==> src/rtl/tdm_pkg.sv <==
// Shared constants and types for the TDM 8-lane receive demultiplexer.
// TDM_PARITY_EN adds a trailing even-parity slot to every frame.
package tdm_pkg;

  localparam int LANES = 8;

`ifdef TDM_PARITY_EN
  localparam int SEL_W     = $clog2(LANES + 1);
  localparam int LAST_SLOT = LANES;
`else
  localparam int SEL_W     = $clog2(LANES);
  localparam int LAST_SLOT = LANES - 1;
`endif

  typedef logic [SEL_W-1:0] slot_t;

  localparam slot_t LAST_SEL = slot_t'(LAST_SLOT);

endpackage

==> src/rtl/tdm_demux8_if.sv <==
// Link-side and parallel-side signals of tdm_demux8, grouped with master/slave views.
// Handshake: din is sampled on a rising edge only when en=1; sync=1 restarts the frame at slot 0.
interface tdm_demux8_if;
  import tdm_pkg::*;

  logic             din;
  logic             en;
  logic             sync;
  slot_t            sel;
  logic [LANES-1:0] q;
  logic             q_valid;
  logic             sync_err;
  logic             par_err;

  modport slave (
    input  din, en, sync,
    output sel, q, q_valid, sync_err, par_err
  );

  modport master (
    output din, en, sync,
    input  sel, q, q_valid, sync_err, par_err
  );

endinterface

==> src/rtl/tdm_slot_counter.sv <==
// Slot index register for the TDM frame: advances on en, clears on sync, wraps at LAST_SEL.
module tdm_slot_counter
  import tdm_pkg::*;
(
  input  logic  clk,
  input  logic  rst_n,
  input  logic  en_i,
  input  logic  sync_i,
  output slot_t sel_o,
  output logic  wrap_o,
  output logic  at_zero_o
);

  slot_t sel_q, sel_d;

  always_comb begin
    sel_d  = sel_q;
    wrap_o = 1'b0;
    if (sync_i) begin
      // A sync with valid data consumes slot 0, so the next slot is 1.
      sel_d = en_i ? slot_t'(1) : '0;
    end else if (en_i) begin
      if (sel_q == LAST_SEL) begin
        sel_d  = '0;
        wrap_o = 1'b1;
      end else begin
        sel_d = sel_q + slot_t'(1);
      end
    end
  end

  always_ff @(posedge clk or negedge rst_n) begin
    if (!rst_n) sel_q <= '0;
    else        sel_q <= sel_d;
  end

  assign sel_o     = sel_q;
  assign at_zero_o = (sel_q == '0);

endmodule

==> src/rtl/tdm_demux8.sv <==
// Rebuilds an 8-bit parallel word from a one-bit-per-slot TDM stream and drives the remote mux select.
// Optional macro TDM_PARITY_EN: extra parity slot per frame, checked into par_err.
module tdm_demux8
  import tdm_pkg::*;
(
  input  logic         clk,
  input  logic         rst_n,
  tdm_demux8_if.slave  bus
);

  slot_t sel;
  logic  wrap;
  logic  at_zero;

  tdm_slot_counter u_slot_counter (
    .clk       (clk),
    .rst_n     (rst_n),
    .en_i      (bus.en),
    .sync_i    (bus.sync),
    .sel_o     (sel),
    .wrap_o    (wrap),
    .at_zero_o (at_zero)
  );

  logic [LANES-1:0] staging_q, staging_d;
  logic [LANES-1:0] q_q, q_d;
  logic             q_valid_q, q_valid_d;
  logic             sync_err_q, sync_err_d;
`ifdef TDM_PARITY_EN
  logic             par_err_q, par_err_d;
`endif

  always_comb begin
    staging_d  = staging_q;
    q_d        = q_q;
    q_valid_d  = 1'b0;
    sync_err_d = bus.sync & ~at_zero;
`ifdef TDM_PARITY_EN
    par_err_d  = 1'b0;
`endif
    if (bus.sync) begin
      // Sync always wins, even on the last slot: the partial frame is dropped.
      staging_d = bus.en ? {{(LANES-1){1'b0}}, bus.din} : '0;
    end else if (bus.en) begin
      if (wrap) begin
`ifdef TDM_PARITY_EN
        q_d       = staging_q;
        par_err_d = (^staging_q) ^ bus.din;
`else
        q_d            = staging_q;
        q_d[LANES-1]   = bus.din;
`endif
        q_valid_d = 1'b1;
        staging_d = '0;
      end else begin
        for (int i = 0; i < LANES; i++) begin
          if (sel == slot_t'(i)) staging_d[i] = bus.din;
        end
      end
    end
  end

  always_ff @(posedge clk or negedge rst_n) begin
    if (!rst_n) begin
      staging_q  <= '0;
      q_q        <= '0;
      q_valid_q  <= 1'b0;
      sync_err_q <= 1'b0;
    end else begin
      staging_q  <= staging_d;
      q_q        <= q_d;
      q_valid_q  <= q_valid_d;
      sync_err_q <= sync_err_d;
    end
  end

`ifdef TDM_PARITY_EN
  always_ff @(posedge clk or negedge rst_n) begin
    if (!rst_n) par_err_q <= 1'b0;
    else        par_err_q <= par_err_d;
  end
  assign bus.par_err = par_err_q;
`else
  assign bus.par_err = 1'b0;
`endif

  assign bus.sel      = sel;
  assign bus.q        = q_q;
  assign bus.q_valid  = q_valid_q;
  assign bus.sync_err = sync_err_q;

endmodule

==> src/flat_wrapper.sv <==
// flat-port wrapper written by rule: the top's interface ports become plain ports
module tdm_demux8_flat import tdm_pkg::*;
  (clk, rst_n, bus_din, bus_en, bus_sync, bus_sel, bus_q, bus_q_valid, bus_sync_err, bus_par_err);
  tdm_demux8_if bus_i ();
  input  logic clk;
  input  logic rst_n;
  input wire logic [$bits(bus_i.din)-1:0] bus_din;
  input wire logic [$bits(bus_i.en)-1:0] bus_en;
  input wire logic [$bits(bus_i.sync)-1:0] bus_sync;
  output wire logic [$bits(bus_i.sel)-1:0] bus_sel;
  output wire logic [$bits(bus_i.q)-1:0] bus_q;
  output wire logic [$bits(bus_i.q_valid)-1:0] bus_q_valid;
  output wire logic [$bits(bus_i.sync_err)-1:0] bus_sync_err;
  output wire logic [$bits(bus_i.par_err)-1:0] bus_par_err;
  assign bus_i.din = bus_din;
  assign bus_i.en = bus_en;
  assign bus_i.sync = bus_sync;
  assign bus_sel = bus_i.sel;
  assign bus_q = bus_i.q;
  assign bus_q_valid = bus_i.q_valid;
  assign bus_sync_err = bus_i.sync_err;
  assign bus_par_err = bus_i.par_err;
  tdm_demux8 u_core (.clk(clk), .rst_n(rst_n), .bus(bus_i));
endmodule
==> config.mk <==
export PLATFORM = sky130hd
export DESIGN_NAME = tdm_demux8_flat
export DESIGN_NICKNAME = d
export VERILOG_FILES = /design/src/rtl/tdm_pkg.sv /design/src/rtl/tdm_demux8_if.sv /design/src/rtl/tdm_slot_counter.sv /design/src/rtl/tdm_demux8.sv /design/src/flat_wrapper.sv
export SDC_FILE = /design/constraint.sdc
export NUM_CORES = 1
export LEC_CHECK = 0
export CORE_AREA = 2 2 50 52
export CTS_BUF_LIST = sky130_fd_sc_hd__clkbuf_4 sky130_fd_sc_hd__clkbuf_8 sky130_fd_sc_hd__clkbuf_16
export DETAILED_ROUTE_END_ITERATION = 8
export DIE_AREA = 0 0 52 54
export PLACE_DENSITY = 0.79
export SETUP_SLACK_MARGIN = 0.2
export SLEW_MARGIN = 20
export SYNTH_ARGS = -nofsm -noshare
export SYNTH_HDL_FRONTEND = slang
export SYNTH_SLANG_ARGS = --single-unit
==> constraint.sdc <==
create_clock -name clk -period 5.8 [get_ports clk]
set_clock_uncertainty 0.1 [all_clocks]
set_input_delay 0.58 -clock clk [delete_from_list [all_inputs] [get_ports clk]]
set_output_delay 0.58 -clock clk [all_outputs]
set_load 0.05 [all_outputs]
==> metrics.md <==
| Metric | Value |
|---|---|
| # resized after CTS | `0` |
| Hold depth | `1` |
| Maximum number of pins on one net before global-route repair | `21` |
| Layout fillers | `between 150 and 200` |
| Post-Syn Area | `roughly 960 um^2` |
| Clk_lat worst skew | `~0.32 ns` |
| WP buf/inv | `1` |
| H-tree lvl count | `1` |
| Die W | `between 50 and 60 um` |
| Io pins | `19` |
| Top fanout value on the critical path | `8` |
| Power per cell area | `269 mW/mm^2` |
| Die height | `between 50 and 60 um` |
| Max-slew headroom | `~42%` |
| Die area | `between 0.002 and 0.003 mm^2` |
| Syn nets | `91` |
| Crit share post-route | `40.5%` |
| Hold bufs inserted after CTS | `0` |
| Post-layout power | `0.321 mW` |
| Max incr delay on CP | `0.86 ns` |
| Yosys warns | `0` |
| Critical setup path kind | `reg2out` |
| P&R area growth vs syn | `25.1%` |
| Initial antenna violation count | `0` |
| Postcts setup bufs | `0` |
| Max_cap viols | `0` |
| Worst-path clk slew | `~0.11 ns` |
| Clock root buffer master | `clkbuf_4` |
| Hpwl dp | `between 1 and 1.5 mm` |
| Slew Viols, Final | `0` |
| Final non-filler cell total | `approximately 130` |
| Vias | `around 640` |
| DR WL/cell | `approximately 13 um` |
| Yosys reg bits | `20` |
| Maximum vdd drop | `0.161 mV` |
| Final Net Count | `110` |
| FMAX | `0.426 GHz` |
| Outcome | `finished, final reports clean` |
| Setup-failing EPs final | `0` |
| Lkg Pwr | `0.585 nW` |
| Core box area | `0.00232 mm^2` |
| Crit path DAT | `approximately 1.7 ns` |
| GRT Total Usage | `approximately 14%` |
| Worst path depth | `1` |
| Post-route DRC | `0` |
| Layout cells sized above 1 | `16.3%` |
| Post-layout util | `roughly half` |
| RSZ-0062 raised after global routing | `no` |
| Cells on worst reg2reg path | `5` |
| Total Negative Setup Slacks | `0 ns` |
| Worst Tran Pin Value | `around 0.86 ns` |
| WL final | `~1.7 mm` |
| Minimum clock period | `around 2.3 ns` |
| Hold Vio Cnt, Final | `0` |
| Worst hold path type | `reg2reg` |
| CP top delay family | `buffers and inverters` |
| Initial Util | `between 40% and 50%` |
| Port bufs | `17` |
| Vias per cell | `5.03` |
| Critical Path RT | `5.12 ns` |
| First-pass GRT wire length | `a little under 3 mm` |
| Initial drt markers | `7` |
| Final GP Congestion | `between 0.8 and 0.9` |
| Cell Chain, Critical Path | `clkdlybuf4s50_1` |
| Crit path max-delay cell type | `clkdlybuf4s50_1` |
| Unique masters post-synth | `28` |
| Clk buf depth | `2` |
| Clock sink count | `20` |
| Critical path launch point type | `register` |
| Mapped Avg Cell Area | `around 12 um^2` |
| CTS tree | `built` |
| Detail Route Antenna Nets | `0` |
| Drt pass-1 iters | `4` |
| Inst Count DP | `roughly 120` |
| Register area share after synthesis | `between 50% and 60%` |
| # diodes | `0` |
| Synthesized netlist cell count | `80` |
| Vias in the first global route | `about 640` |
| Inserted Clock Buffers | `3` |
| Grt total ovfl | `0` |
| Setup crit end kind | `output port` |
| Row cnt | `18` |
cells by family (layout without fill, tap and decap cells):
logic type      after synthesis  after routing  synth area share [%]
buf+inv                       7             25                  3.66
compound gates               15             15                  11.1
fa+ha+maj                     6              6                  7.85
other cells                   1              1                 0.392
flops                        20             20                  52.4
mux                          11             11                  13.1
simple gates                 20             20                  11.5
through the flow:
step	setup WS [ns]	instance area, um^2	hold slack [ns]
after global routing	3.38	1200	0.424
after floorplan	3.68	956	0.184
final	3.45	1200	0.413
after CTS	3.45	1200	0.417
after global placement	3.46	1140	0.381
after detailed placement	3.40	1140	0.392
state kept, by name (all words and copies together), names as in the netlist:
register and flops:
u_core.bus.q 8, u_core.staging_q 7, u_core.u_slot_counter.sel_o 3, u_core.bus.q_valid 1
u_core.bus.sync_err 1
placed cells by master (no fill, tap or decap), types with 2 or more instances in the layout:
| cell type | netlist | final |
|---|---|---|
| clkbuf_4 | 0 | 3 |
| clkdlybuf4s50_1 | 0 | 17 |
| dfrtp_1 | 20 | 20 |
| ha_1 | 6 | 6 |
| inv_1 | 4 | 4 |
| mux2_2 | 8 | 8 |
| mux2i_1 | 2 | 2 |
| nand2_1 | 8 | 8 |
| nand3_1 | 3 | 3 |
| nor2_1 | 3 | 3 |
| o211ai_1 | 3 | 3 |
| o21ai_0 | 4 | 4 |
per-layer routing:
layer  up-vias  track usage [%]  share of wire, %
li1        309                -                 -
met1       316             17.2                45
met2        14             24.1                48
met3         5             1.67               3.5
met4         0             10.5               3.3
met5         -                0                 0
layout make-up:
class	instances	area [um^2]	area share (%)
inverter	4	15.0	1.26
tap	30	37.5	3.14
timing repair buffer	17	170	14.2
clock buffer	3	22.5	1.88
clock inverter	1	30.0	2.51
sequential	20	500	41.8
multi-input combinational	53	420	35.1
where the power goes:
group          switching [mW]  leakage [nW]  total (mW)  internal (mW)
sequential            0.00567         0.272       0.152          0.146
clock                  0.0457        0.0279       0.116         0.0700
combinational          0.0341         0.286      0.0541         0.0200
total                  0.0855         0.585       0.321          0.236
cells in the mapped netlist:
| cell | count | area, um^2 |
|---|---|---|
| a21oi_2 | 1 | 8.76 |
| and3_1 | 1 | 6.26 |
| o31ai_1 | 1 | 7.51 |
| dfrtp_1 | 20 | 500 |
| nor2_1 | 3 | 11.3 |
| o21ba_1 | 1 | 10.0 |
| a21boi_2 | 1 | 11.3 |
| o211ai_1 | 3 | 22.5 |
| buf_2 | 1 | 5.00 |
| mux2_4 | 1 | 15.0 |
| nand2b_1 | 1 | 6.26 |
| a31oi_1 | 1 | 6.26 |
| nand3_1 | 3 | 15.0 |
| nor2b_1 | 1 | 6.26 |
| inv_1 | 4 | 15.0 |
| nand3b_1 | 1 | 7.51 |
| conb_1 | 1 | 3.75 |
| ha_1 | 6 | 75.1 |
| a211oi_1 | 1 | 7.51 |
| or2b_1 | 1 | 7.51 |
| a21oi_1 | 1 | 5.00 |
| mux2i_1 | 2 | 20.0 |
| mux2_2 | 8 | 90.1 |
| buf_4 | 2 | 15.0 |
| o21ai_0 | 4 | 20.0 |
| a21boi_0 | 1 | 7.51 |
| nand3b_4 | 1 | 20.0 |
| nand2_1 | 8 | 30.0 |
path summary, 6_finish.rpt:
check / start / to / slack (ns)
max in group asynchronous: rst_n / u_core.u_slot_counter.sel_o[2] / 4.42
worst max-delay path: u_core.u_slot_counter.sel_o[2] / bus_sel[2] / 3.45
worst min register to register: u_core.bus.q[4] / u_core.bus.q[4] / 0.41
worst max register to register: u_core.u_slot_counter.sel_o[0] / u_core.staging_q[0] / 3.77
min in group asynchronous: rst_n / u_core.bus.q[3] / 0.64
worst min-delay path: u_core.bus.q[4] / u_core.bus.q[4] / 0.41
Note: power is estimated with default switching activity, not from simulation.
